`src/rtl/alu_operand_loader.sv`:
```
// alu_operand_loader: collects two 4-bit operands and a 3-bit opcode from the
// board switches, one value per debounced load-button press, and presents them
// to an ALU as a complete operand set until downstream takes it.
//
// Ports:
//   clk        system clock, rising edge
//   rst        synchronous active-high reset
//   sw         board switches (operand/opcode source)
//   btn_load   raw asynchronous load push-button
//   btn_clear  raw asynchronous clear push-button
//   out_ready  downstream has taken the current operand set
//   a, b       operands to the ALU (registered)
//   sel        opcode to the ALU (registered)
//   op_valid   a/b/sel form a complete operand set (registered)
//   state      current FSM state for LEDs (registered)
module alu_operand_loader #(
  parameter int unsigned DEBOUNCE_CYCLES = 1000000
) (
  input  logic       clk,
  input  logic       rst,
  input  logic [3:0] sw,
  input  logic       btn_load,
  input  logic       btn_clear,
  input  logic       out_ready,
  output logic [3:0] a,
  output logic [3:0] b,
  output logic [2:0] sel,
  output logic       op_valid,
  output logic [1:0] state
);

  localparam int unsigned CW = (DEBOUNCE_CYCLES > 1) ? $clog2(DEBOUNCE_CYCLES) : 1;
  localparam logic [CW-1:0] CNT_MAX = CW'(DEBOUNCE_CYCLES - 1);

  typedef enum logic [1:0] {
    S_A     = 2'b00,
    S_B     = 2'b01,
    S_OP    = 2'b10,
    S_VALID = 2'b11
  } state_t;

  // Bit 0 is the load button, bit 1 the clear button.
  logic [1:0]    raw;
  logic [1:0]    sync1;
  logic [1:0]    sync2;
  logic [1:0]    deb;
  logic [1:0]    deb_q;
  logic [1:0]    press;
  logic [CW-1:0] cnt [2];

  assign raw = {btn_clear, btn_load};

  // Synchronizers, debouncers and registered press pulses for both buttons.
  always_ff @(posedge clk) begin
    if (rst) begin
      sync1  <= '0;
      sync2  <= '0;
      deb    <= '0;
      deb_q  <= '0;
      press  <= '0;
      cnt[0] <= '0;
      cnt[1] <= '0;
    end else begin
      sync1 <= raw;
      sync2 <= sync1;
      deb_q <= deb;
      // Pulse lands the cycle after the debounced level rises; falls give nothing.
      press <= deb & ~deb_q;
      for (int i = 0; i < 2; i++) begin
        if (sync2[i] == deb[i]) begin
          cnt[i] <= '0;
        end else if (cnt[i] == CNT_MAX) begin
          deb[i] <= sync2[i];
          cnt[i] <= '0;
        end else begin
          cnt[i] <= cnt[i] + CW'(1);
        end
      end
    end
  end

  state_t     st_q;
  state_t     st_n;
  logic [3:0] a_n;
  logic [3:0] b_n;
  logic [2:0] sel_n;

  // State and operand registers; op_valid tracks the next state so it is a flop.
  always_ff @(posedge clk) begin
    if (rst) begin
      st_q     <= S_A;
      a        <= '0;
      b        <= '0;
      sel      <= '0;
      op_valid <= 1'b0;
    end else begin
      st_q     <= st_n;
      a        <= a_n;
      b        <= b_n;
      sel      <= sel_n;
      op_valid <= (st_n == S_VALID);
    end
  end

  // Next state and operand capture; clear outranks load and out_ready.
  always_comb begin
    st_n  = st_q;
    a_n   = a;
    b_n   = b;
    sel_n = sel;
    if (press[1]) begin
      st_n  = S_A;
      a_n   = '0;
      b_n   = '0;
      sel_n = '0;
    end else begin
      case (st_q)
        S_A: begin
          if (press[0]) begin
            a_n  = sw;
            st_n = S_B;
          end
        end
        S_B: begin
          if (press[0]) begin
            b_n  = sw;
            st_n = S_OP;
          end
        end
        S_OP: begin
          if (press[0]) begin
            sel_n = sw[2:0];
            st_n  = S_VALID;
          end
        end
        S_VALID: begin
          // Load presses here are dropped, not queued.
          if (out_ready) begin
            st_n = S_A;
          end
        end
        default: st_n = S_A;
      endcase
    end
  end

  assign state = st_q;

endmodule

```
`config.mk`:
```
export PLATFORM = sky130hd
export DESIGN_NAME = alu_operand_loader
export DESIGN_NICKNAME = d
export VERILOG_FILES = /design/src/rtl/alu_operand_loader.sv
export SDC_FILE = /design/constraint.sdc
export NUM_CORES = 1
export LEC_CHECK = 0
export BUFFER_PORTS_ARGS = -buffer_cell sky130_fd_sc_hd__buf_2
export CORE_ASPECT_RATIO = 1.4
export CORE_MARGIN = 2
export CORE_UTILIZATION = 30
export DETAILED_ROUTE_END_ITERATION = 16
export PLACE_DENSITY_LB_ADDON = 0.1
export SLEW_MARGIN = 20
export SYNTH_ARGS = -nofsm -noshare
export SYNTH_HDL_FRONTEND = slang
export SYNTH_SLANG_ARGS = --single-unit
```
`constraint.sdc`:
```
create_clock -name clk -period 3 [get_ports clk]
set_clock_uncertainty 0.1 [all_clocks]
set_input_delay 0.3 -clock clk [delete_from_list [all_inputs] [get_ports clk]]
set_output_delay 0.3 -clock clk [all_outputs]
set_load 0.01 [all_outputs]
```
## After elaboration in Yosys (flattened, before gate mapping)

Memories as Yosys holds them, arrays and structs flattened.
Cells that the tools add are included.

- Bits in writable memories: 40
- Flip-flop bits (word level): 24
- Bits of input ports: 9
- Memories: 1
- Output and inout port bits: 14
- Logic and storage cells: 75

Memory list:

| memory | words | width | read ports | clocked after memory_dff | wr ports | line | text |
|---|---|---|---|---|---|---|---|
| cnt | 2 | 20 | 2 | 0 | 2 | 49 | `logic [CW-1:0] cnt [2];` |

- Equality and inequality tests: 8
- Add/sub/neg operators: 2
- Mux-type cells: 36
- Bitwise gates (word level): 10
- Reduce and logical (&&, ||, !) cells: 7

Operator list:

| kind | count |
|---|---|
| two-way mux 20 bit | 6 |
| adder 20 x 1 -> 20 bit (second input constant) | 2 |
| equality test 20 bit (second input constant) | 2 |
| two-way mux 1 bit | 24 |
| two-way mux 2 bit | 5 |
| AND reduction 2 bit | 5 |
| case mux 2 bit (4 select lines) | 1 |
| equality test 2 bit (second input constant) | 3 |
| bitwise OR 1 bit | 6 |
| AND 2 bit | 1 |
| equality test 1 bit | 2 |
| equality test 2 x 1 -> 1 bit (second input constant) | 1 |
| logical NOT 2 bit | 1 |
| NOT 1 bit | 2 |
| NOT 2 bit | 1 |
| OR reduction 2 bit | 1 |

## Longest topological paths before layout

Gate-level depths: netlist of the first run.

- Word-level depth: 7
- Gate-level depth with buffers: 6
- Gate-level depth less buffers: 5

## Worst setup path after synthesis of the first run

OpenSTA, ideal clock, no wires.

- Path kind: register to register
- Start point: memory cnt[1][13] (netlist bit)
- End point: memory cnt[1][9] (netlist bit), data pin
- Stages on the path, launching flop included: 6
- Arrival: 1915 ps
- Buffers on the path: 1
- Library setup time: 254 ps
- Slack: 731 ps
- Cells stage by stage: edfxtp_1 -> or4_1 -> or4_4 -> o21ai_4 -> buf_6 -> nor2_1

RTL lines:

| what | line |
|---|---|
| start: declaration | 49 |

==> results.json, run 1 <==
{
  "status": "completed",
  "synthArstFlopShare": 0,
  "grt_max_degree": 21,
  "clk_path_buf_depth": 2,
  "finalNonFillerCells": 497,
  "num_io_pins": 23,
  "yosysUniqueCellTypes": 39,
  "cts.clk_slew.worst_paths_ps": 60,
  "insertion_delay_ps": 330,
  "rsz0062_at_grt": "false",
  "grt_pass1_vias": 2181,
  "post-cts-setup-buffers": 0,
  "ir_worst_vdd_uv": 267.5,
  "nets": 368,
  "placed_cells_incl_taps": 481,
  "grt_pass1_wl_um": 10080,
  "synth.avg_cell_area_um2": 10.44,
  "ant_nets": 0,
  "die_area_mm2": 0.01106,
  "finalHoldViolCount": 0,
  "initial_core_util": 0.3082,
  "cp-start-kind": "register",
  "synth-main-ff-cell": "edfxtp_1",
  "synthesis.area_mm2": 0.003068,
  "hold_class": "primary input to register",
  "critPathMaxFanout": 19,
  "fin_setup_tns_ps": 0,
  "drv_slew": 0,
  "ys_ff_latch": 64,
  "final.min_clock_period_ps": 2492,
  "postSynthCellCount": 294,
  "final_cell_mix": "nor2_1, edfxtp_1, conb_1, dfxtp_1, buf_2",
  "finalSetupViolCount": 0,
  "io_buffers": 22,
  "placedInstanceArea_mm2": 0.003453,
  "antenna_found_initial": 0,
  "cts_buffers": 9,
  "dieWidth_um": 89.47,
  "row_count": 43,
  "ctsRootBufferMaster": "clkbuf_16",
  "cts_resized": 0,
  "fin_hold_ws_ps": 86.30,
  "synth_seq_area_share": 0.5481,
  "arrival_ps": 2450,
  "vias": 2262,
  "postLayoutCoreUtil": 0.3762,
  "path_class": "register to register",
  "gp_congestion": 0.6952,
  "cellLeakagePower_nw": 1.371,
  "fin_crit_sh": 0.8307,
  "dp_hpwl_um": 4068,
  "final_common_cell": "nor2_1",
  "drc_errors": 0,
  "area_delta_synth_final_pct": 22.06,
  "endpoint_kind": "register",
  "tightest_slew_ps": 817.4,
  "wl_um": 5941,
  "vias_per_cell": 4.551,
  "postCtsHoldBufs": 0,
  "power_density_mw_per_mm2": 548.5,
  "clock.fmax_mhz": 401.2,
  "grt_usage": 0.1202,
  "cts_sinks": 64,
  "die_height_um": 123.7,
  "drt-pass1-iter-count": 4,
  "synth-edff-count": 40,
  "relSlewSlack": 0.4539,
  "gr-total-overflow": 0,
  "core_mm2": 0.009953,
  "reg2reg_slack_ps": 510,
  "drive_above_1_share": 0.1243,
  "cp.required_ps": 2960,
  "wl_per_cell_um": 11.95,
  "maxCapViolations": 0,
  "h-tree-depth": 3,
  "cts_tree": "yes",
  "yosys_warnings": 0,
  "fin_area_mm2": 0.003745,
  "drtIter0Drc": 94,
  "num_antenna_cells": 0
}
-- through the flow --
stage	total power, mW	setup slack (ps)
2_1_floorplan	1.047	730.6
3_3_place_gp	1.069	522.0
3_5_place_dp	1.071	482.2
4_1_cts	2.096	476.1
5_1_grt	2.136	380.2
6_report	2.054	507.8
-- sequential cells by signal (all words and copies together), names as in the netlist --
register,count
deb_q,2
state,2
press,2
cnt,40
sync1,2
b,4
a,4
op_valid,1
deb,2
sel,3
sync2,2
-- where the power goes --
part           switching, mW  internal [mW]
clock network          0.393          0.609
registers             0.0283          0.961
logic                 0.0387         0.0245
total                  0.459           1.59
-- final timing paths --
| path | cells after the start | to | start |
|---|---|---|---|
| setup / recovery | 4 | cnt[1][5] | cnt[1][13] |
| hold / removal | 2 | sync1[0] | btn_load |
| setup reg to reg | 4 | cnt[1][5] | cnt[1][13] |
| hold reg to reg | 1 | press[1] | deb_q[1] |
-- kinds of logic (layout without fill, tap and decap cells) --
group	after synthesis	after routing	share of synthesized area
adders and majority gates	2	2	0.008155
other	1	40	0.001222
and+or+nand+nor	137	137	0.2382
xor gates and xnor gates	24	24	0.06851
AOI/OAI and AO/OA	37	37	0.07464
muxes	11	11	0.03589
buffers and inverters	18	47	0.02529
DFF	64	64	0.5481
-- synth_stat cells, types with 9 or more instances --
master	n	area, um^2
nand2_1	15	56.30
or4_1	9	67.56
nor2_1	41	153.9
xor2_1	12	105.1
a21oi_1	16	80.08
dfxtp_1	24	480.5
mux2i_1	11	110.1
o21ai_0	9	45.04
nand3_1	17	85.08
edfxtp_1	40	1201
nand4_1	10	62.56
xnor2_1	12	105.1
-- worst max-delay path, stage by stage, from the launching register on --
cell and delay, ps:
edfxtp_1 460, or4_1 520, or4_4 550, o21ai_4 480, nor2_1 110
-- metal layers --
layer	global-route usage	share of wire	vias up
met5	0	0	-
met1	0.1424	0.46	1061
met4	0.05317	0.019	0
met2	0.1977	0.49	28
met3	0.03777	0.031	8
li1	-	-	1165
-- final cells by class --
type | count | area, um^2
Clock buffer | 10 | 250.2
Clock inverter | 6 | 41.29
Fill cell | 992 | 6208
Inverter | 8 | 30.03
Multi-Input combinational cell | 251 | 1455
Sequential cell | 64 | 1682
Tap cell | 135 | 168.9
Timing Repair Buffer | 23 | 117.6
Note: power is estimated with default switching activity, not from simulation.
==> run 2: changes to the inputs <==
--- a/config.mk
+++ b/config.mk
@@ -5,6 +5,7 @@
 export SDC_FILE = /design/constraint.sdc
 export NUM_CORES = 1
 export LEC_CHECK = 0
+export ABC_AREA = 1
 export BUFFER_PORTS_ARGS = -buffer_cell sky130_fd_sc_hd__buf_2
 export CORE_ASPECT_RATIO = 1.4
 export CORE_MARGIN = 2
==> constraint.sdc (replaced) <==
create_clock -name clk -period 2.1 [get_ports clk]
set_clock_uncertainty 0.1 [all_clocks]
set_input_delay 0.21 -clock clk [delete_from_list [all_inputs] [get_ports clk]]
set_output_delay 0.21 -clock clk [all_outputs]
set_load 0.01 [all_outputs]
==> results.json, run 2 <==
{
  "top_register": "cnt",
  "finalSetupViolCount": 0,
  "synth.avg_cell_area_um2": 8.421,
  "power_density_mw_per_mm2": 761.4,
  "insertion_delay_ps": 330,
  "min_to": "a[3]",
  "hp-start": "sw[3]",
  "drtIter0Drc": 77,
  "r2r-end": "cnt[0][16]",
  "cts.clk_slew.worst_paths_ps": 60,
  "drv_slew": 0,
  "power_frac_seq": 0.462,
  "ctsRootBufferMaster": "clkbuf_16",
  "num_antenna_cells": 0,
  "gr-total-overflow": 0,
  "drt-pass1-iter-count": 4,
  "die_area_mm2": 0.01178,
  "dp_hpwl_um": 5050,
  "cts_sinks": 64,
  "row_count": 45,
  "cp-start-kind": "register",
  "final_cell_mix": "nor2_1, nand2_1, edfxtp_1, conb_1, inv_1",
  "critPathMaxFanout": 19,
  "finalHoldViolCount": 0,
  "relSlewSlack": 0.6270,
  "synthesis.area_mm2": 0.003276,
  "final_common_cell": "nor2_1",
  "reg_top3": "cnt x40, a x4, b x4",
  "vias_per_cell": 4.336,
  "path_cells": "ha_1 > nand3_2 > nor2_2 > nand3_2 > nand2_4 > nor2_1",
  "nets": 472,
  "synth_top_cell_area_share": 0.3667,
  "yosysUniqueCellTypes": 29,
  "top_layer": "met4",
  "die_height_um": 127.6,
  "dieWidth_um": 92.31,
  "nFillCells": 1152,
  "synth.area.top_cells": "edfxtp_1, dfxtp_1, nor2_1, nand2_1, inv_1",
  "post-synth-top-area-cell": "edfxtp_1",
  "ys_ff_latch": 64,
  "synth_seq_area_share": 0.5134,
  "yosysMostFrequentCell": "nor2_1",
  "cp.required_ps": 2060,
  "cp_top_family": "simple AND/OR/NAND/NOR gates",
  "synth-main-ff-cell": "edfxtp_1",
  "power.switching_mw": 0.6642,
  "met3_wirelength_um": 172,
  "hold_class": "primary input to register",
  "largest_register_ffs": 40,
  "fin_hold_ws_ps": 33.30,
  "antenna_found_initial": 0,
  "grt_pass1_vias": 2534,
  "yosys_warnings": 0,
  "initial_core_util": 0.3046,
  "io_buffers": 22,
  "path_class": "register to register",
  "core_mm2": 0.01075,
  "area_delta_synth_final_pct": 22.57,
  "synthArstFlopShare": 0,
  "status": "completed",
  "comb_power_share": 0.036,
  "h-tree-depth": 3,
  "r2r_start": "cnt[0][0]",
  "wl_um": 6669,
  "critPathLaunch": "cnt[0][0]",
  "grt_usage": 0.1238,
  "crit_buf_inv": 0,
  "ant_nets": 0,
  "postSynthCellCount": 389,
  "maxCapViolations": 0,
  "drive_above_1_share": 0.1395,
  "wl_per_cell_um": 10.99,
  "grt_pass1_wl_um": 11380,
  "final.min_clock_period_ps": 1798,
  "reg2reg_slack_ps": 300,
  "clk_path_buf_depth": 2,
  "fin_crit_sh": 0.8564,
  "num_io_pins": 23,
  "cpMostUsedCell": "nand3_2",
  "cts_tree": "yes",
  "cellLeakagePower_nw": 1.573,
  "drc_errors": 0,
  "tightest_slew_ps": 555.3,
  "synth-edff-count": 40,
  "cp_slowest_stage_delay_ps": 430,
  "grt_max_degree": 20,
  "power.internal_mw": 2.393,
  "arrival_ps": 1760,
  "cts_resized": 0,
  "ir_worst_vdd_uv": 484.5,
  "pwr-share-clk": 0.502,
  "route.layer.met1.wl_um": 2753,
  "fin_setup_tns_ps": 0,
  "yosys-top-cells-count": "nor2_1, nand2_1, edfxtp_1",
  "min_delay_path_depth": 3,
  "vias": 2632,
  "rsz0062_at_grt": "false",
  "wl_met2_um": 3580,
  "cts_buffers": 9,
  "endpoint_kind": "register",
  "clock.fmax_mhz": 556.1,
  "p_sw_frac": 0.2173,
  "critPathSlowestCell": "edfxtp_1",
  "cp_num_cells": 6,
  "reg2reg_depth": 6,
  "total_power_mw": 3.057,
  "gp_congestion": 0.8202
}
run 2: power by group through the flow:
stage          logic [mW]  registers [mW]  clock network (mW)
4_1_cts             0.110            1.41                1.59
3_5_place_dp        0.107            1.44                   0
5_1_grt             0.129            1.42                1.64
6_report            0.110            1.41                1.53
3_3_place_gp        0.106            1.44                   0
2_1_floorplan      0.0868            1.43                   0
run 2: cells by family after synthesis:
group / after synthesis / share of synthesized area
and+or+nand+nor: 211 / 0.2872
DFF: 64 / 0.5134
AOI/OAI and AO/OA: 46 / 0.07410
buffers and inverters: 44 / 0.06035
xor gates and xnor gates: 21 / 0.05615
adders and majority gates: 2 / 0.007638
other: 1 / 0.001145
run 2: final cells by class:
cell class / instances / area, um^2 / share of cell area
clock buffers: 12 / 289.0 / 0.07199
clock inverters: 4 / 30.03 / 0.007479
inverters: 40 / 150.1 / 0.03739
multi-input cells: 320 / 1543 / 0.3842
flip-flops and latches: 64 / 1682 / 0.4188
well taps: 141 / 176.4 / 0.04394
repair buffers: 26 / 145.1 / 0.03615
run 2: repair_timing:
action | 4_1_cts | 5_1_grt
hold buffers | 2 | 0
setup buffers | 0 | 0
endpoints found under the hold margin | 2 | 0
run 2: worst max-delay path by stage:
stage / slack (ps) / endpoint
after CTS: 280 / cnt[0][16]
final: 300 / cnt[0][16]
after global routing: 120 / cnt[0][18]
after global placement: 320 / cnt[0][17]
after detailed placement: 290 / cnt[0][7]
after floorplan: 440 / cnt[0][15]
run 2: through the flow:
step / std cells / worst slack, ps / instance area, um^2 / util
detailed placement: 589 / 290.8 / 3676 / 0.3418
floorplan: 428 / 443.8 / 3422 / -
CTS: 607 / 277.3 / 4015 / 0.3734
global placement: 589 / 319.7 / 3676 / 0.3418
finish: 607 / 301.6 / 4015 / 0.3734
global route: 607 / 116.4 / 4015 / 0.3734
run 2: worst min-delay path, cell delays in order:
cell and delay, ps:
buf_2 70, inv_1 40, a21oi_1 100
run 2: metal layers:
| metal | vias up | global-route usage |
|---|---|---|
| met5 | - | 0 |
| met4 | 0 | 0.06409 |
| met3 | 11 | 0.03066 |
| met2 | 34 | 0.2246 |
| met1 | 1221 | 0.1310 |
| li1 | 1366 | - |
==> run 3: changes to the inputs <==
==> constraint.sdc (replaced) <==
create_clock -name clk -period 2.1 [get_ports clk]
set_clock_uncertainty 0.1 [all_clocks]
set_input_delay 0.525 -clock clk [delete_from_list [all_inputs] [get_ports clk]]
set_output_delay 0.525 -clock clk [all_outputs]
set_load 0.01 [all_outputs]
==> results.json, run 3 (synthesis gave the netlist of run 2 again) <==
{
  "maxCapViolations": 0,
  "critPathSlowestCell": "edfxtp_1",
  "final_cell_mix": "nor2_1, nand2_1, edfxtp_1, conb_1, inv_1",
  "vias": 2574,
  "die_height_um": 127.6,
  "h-tree-depth": 3,
  "finalNonFillerCells": 605,
  "antenna_found_initial": 0,
  "fin_crit_sh": 0.8577,
  "final.setup.worst_slack_ps": 298.9,
  "dieWidth_um": 92.31,
  "endpoint_kind": "register",
  "final.min_clock_period_ps": 1801,
  "arrival_ps": 1770,
  "path_cells": "ha_1 > nand3_2 > nor2_2 > nand3_2 > nand2_4 > nor2_1",
  "area_delta_synth_final_pct": 20.89,
  "power_density_mw_per_mm2": 740.2,
  "drt-pass1-iter-count": 4,
  "p_sw_frac": 0.2230,
  "grt_usage": 0.1209,
  "power.internal_mw": 2.277,
  "cpMostUsedCell": "nand3_2",
  "vias_per_cell": 4.255,
  "nets": 470,
  "status": "completed",
  "fin_setup_tns_ps": 0,
  "dp_hpwl_um": 4968,
  "relSlewSlack": 0.6212,
  "pwr-share-clk": 0.482,
  "comb_power_share": 0.036,
  "row_count": 45,
  "grt_pass1_wl_um": 11190,
  "final_common_cell": "nor2_1",
  "reg_top3": "cnt x40, a x4, b x4",
  "grt_pass1_vias": 2502,
  "cts_resized": 0,
  "ctsRootBufferMaster": "clkbuf_16",
  "top_register": "cnt",
  "drv_slew": 0,
  "cts.clk_slew.worst_paths_ps": 50,
  "tightest_slew_ps": 563.8,
  "hold_class": "register to register",
  "drc_errors": 0,
  "placedInstanceArea_mm2": 0.003676,
  "num_antenna_cells": 0,
  "initial_core_util": 0.3046,
  "ir_worst_vdd_uv": 368.7,
  "cts_buffers": 9,
  "total_power_mw": 2.931,
  "cp-start-kind": "register",
  "fin_hold_ws_ps": 293.3,
  "postCtsHoldBufs": 0,
  "finalSetupViolCount": 0,
  "clock.fmax_mhz": 555.2,
  "wl_um": 6535,
  "postLayoutCoreUtil": 0.3682,
  "die_area_mm2": 0.01178,
  "power_frac_seq": 0.482,
  "cts_tree": "yes",
  "nFillCells": 1141,
  "num_io_pins": 23,
  "fin_area_mm2": 0.003960,
  "clk_path_buf_depth": 2,
  "drtIter0Drc": 67,
  "cp_slowest_stage_delay_ps": 430,
  "post-cts-setup-buffers": 0,
  "path_class": "register to register",
  "insertion_delay_ps": 330,
  "critPathMaxFanout": 19,
  "gr-total-overflow": 0,
  "finalHoldViolCount": 0,
  "io_buffers": 22,
  "ant_nets": 0,
  "post-place-ws_ps": 281.5,
  "placed_cells_incl_taps": 589,
  "rsz0062_at_grt": "false",
  "grt_max_degree": 20,
  "cts_sinks": 64,
  "drive_above_1_share": 0.1379,
  "core_mm2": 0.01075,
  "cellLeakagePower_nw": 1.550,
  "wl_per_cell_um": 10.80,
  "largest_register_ffs": 40,
  "gp_congestion": 0.8287,
  "power.switching_mw": 0.6538,
  "cp.required_ps": 2070
}
==> run 3: changes by cell type in the layout (fill, tap and decap cells not counted), sizes merged <==
cell	change
clkinv	+2
dlygate4sd3	-2
clkbuf	-1
inv	-1
==> run 3: final cells by class <==
type	count	area (um^2)	area share
tap	141	176.4	0.04455
inverter	40	150.1	0.03791
clock buffer	11	254.0	0.06414
multi-input combinational	320	1543	0.3896
sequential	64	1682	0.4246
timing repair buffer	24	125.1	0.03160
clock inverter	5	30.03	0.007583
==> run 3: path summary, 6_finish.rpt <==
path	depth (start not counted)	startpoint	slack [ps]	endpoint
max	6	cnt[0][0]	300	cnt[0][12]
min	1	deb_q[1]	290	press[1]
max reg2reg	6	cnt[0][0]	300	cnt[0][12]
min reg2reg	1	deb_q[1]	290	press[1]
==> run 3: layer usage <==
metal  share of wire  vias up  GRT usage
li1                -     1362          -
met1            0.42     1169     0.1316
met2            0.52       27     0.2134
met3           0.022       16    0.02830
met4           0.036        0    0.06848
met5               0        -          0
==> run 3: power groups by stage <==
stage                     Clock, mW  Combinational [mW]  Sequential (mW)
final                          1.41               0.106             1.41
after global routing           1.52               0.124             1.42
after CTS                      1.45               0.106             1.41
after detailed placement          0               0.106             1.44
after global placement            0               0.106             1.44
after floorplan                   0              0.0868             1.43
==> run 3: critical path, delay by kind of cell (launching register included) <==
kind	cells	cell delay, ps
adders and majority gates	1	230
DFF	1	430
and+or+nand+nor	5	780
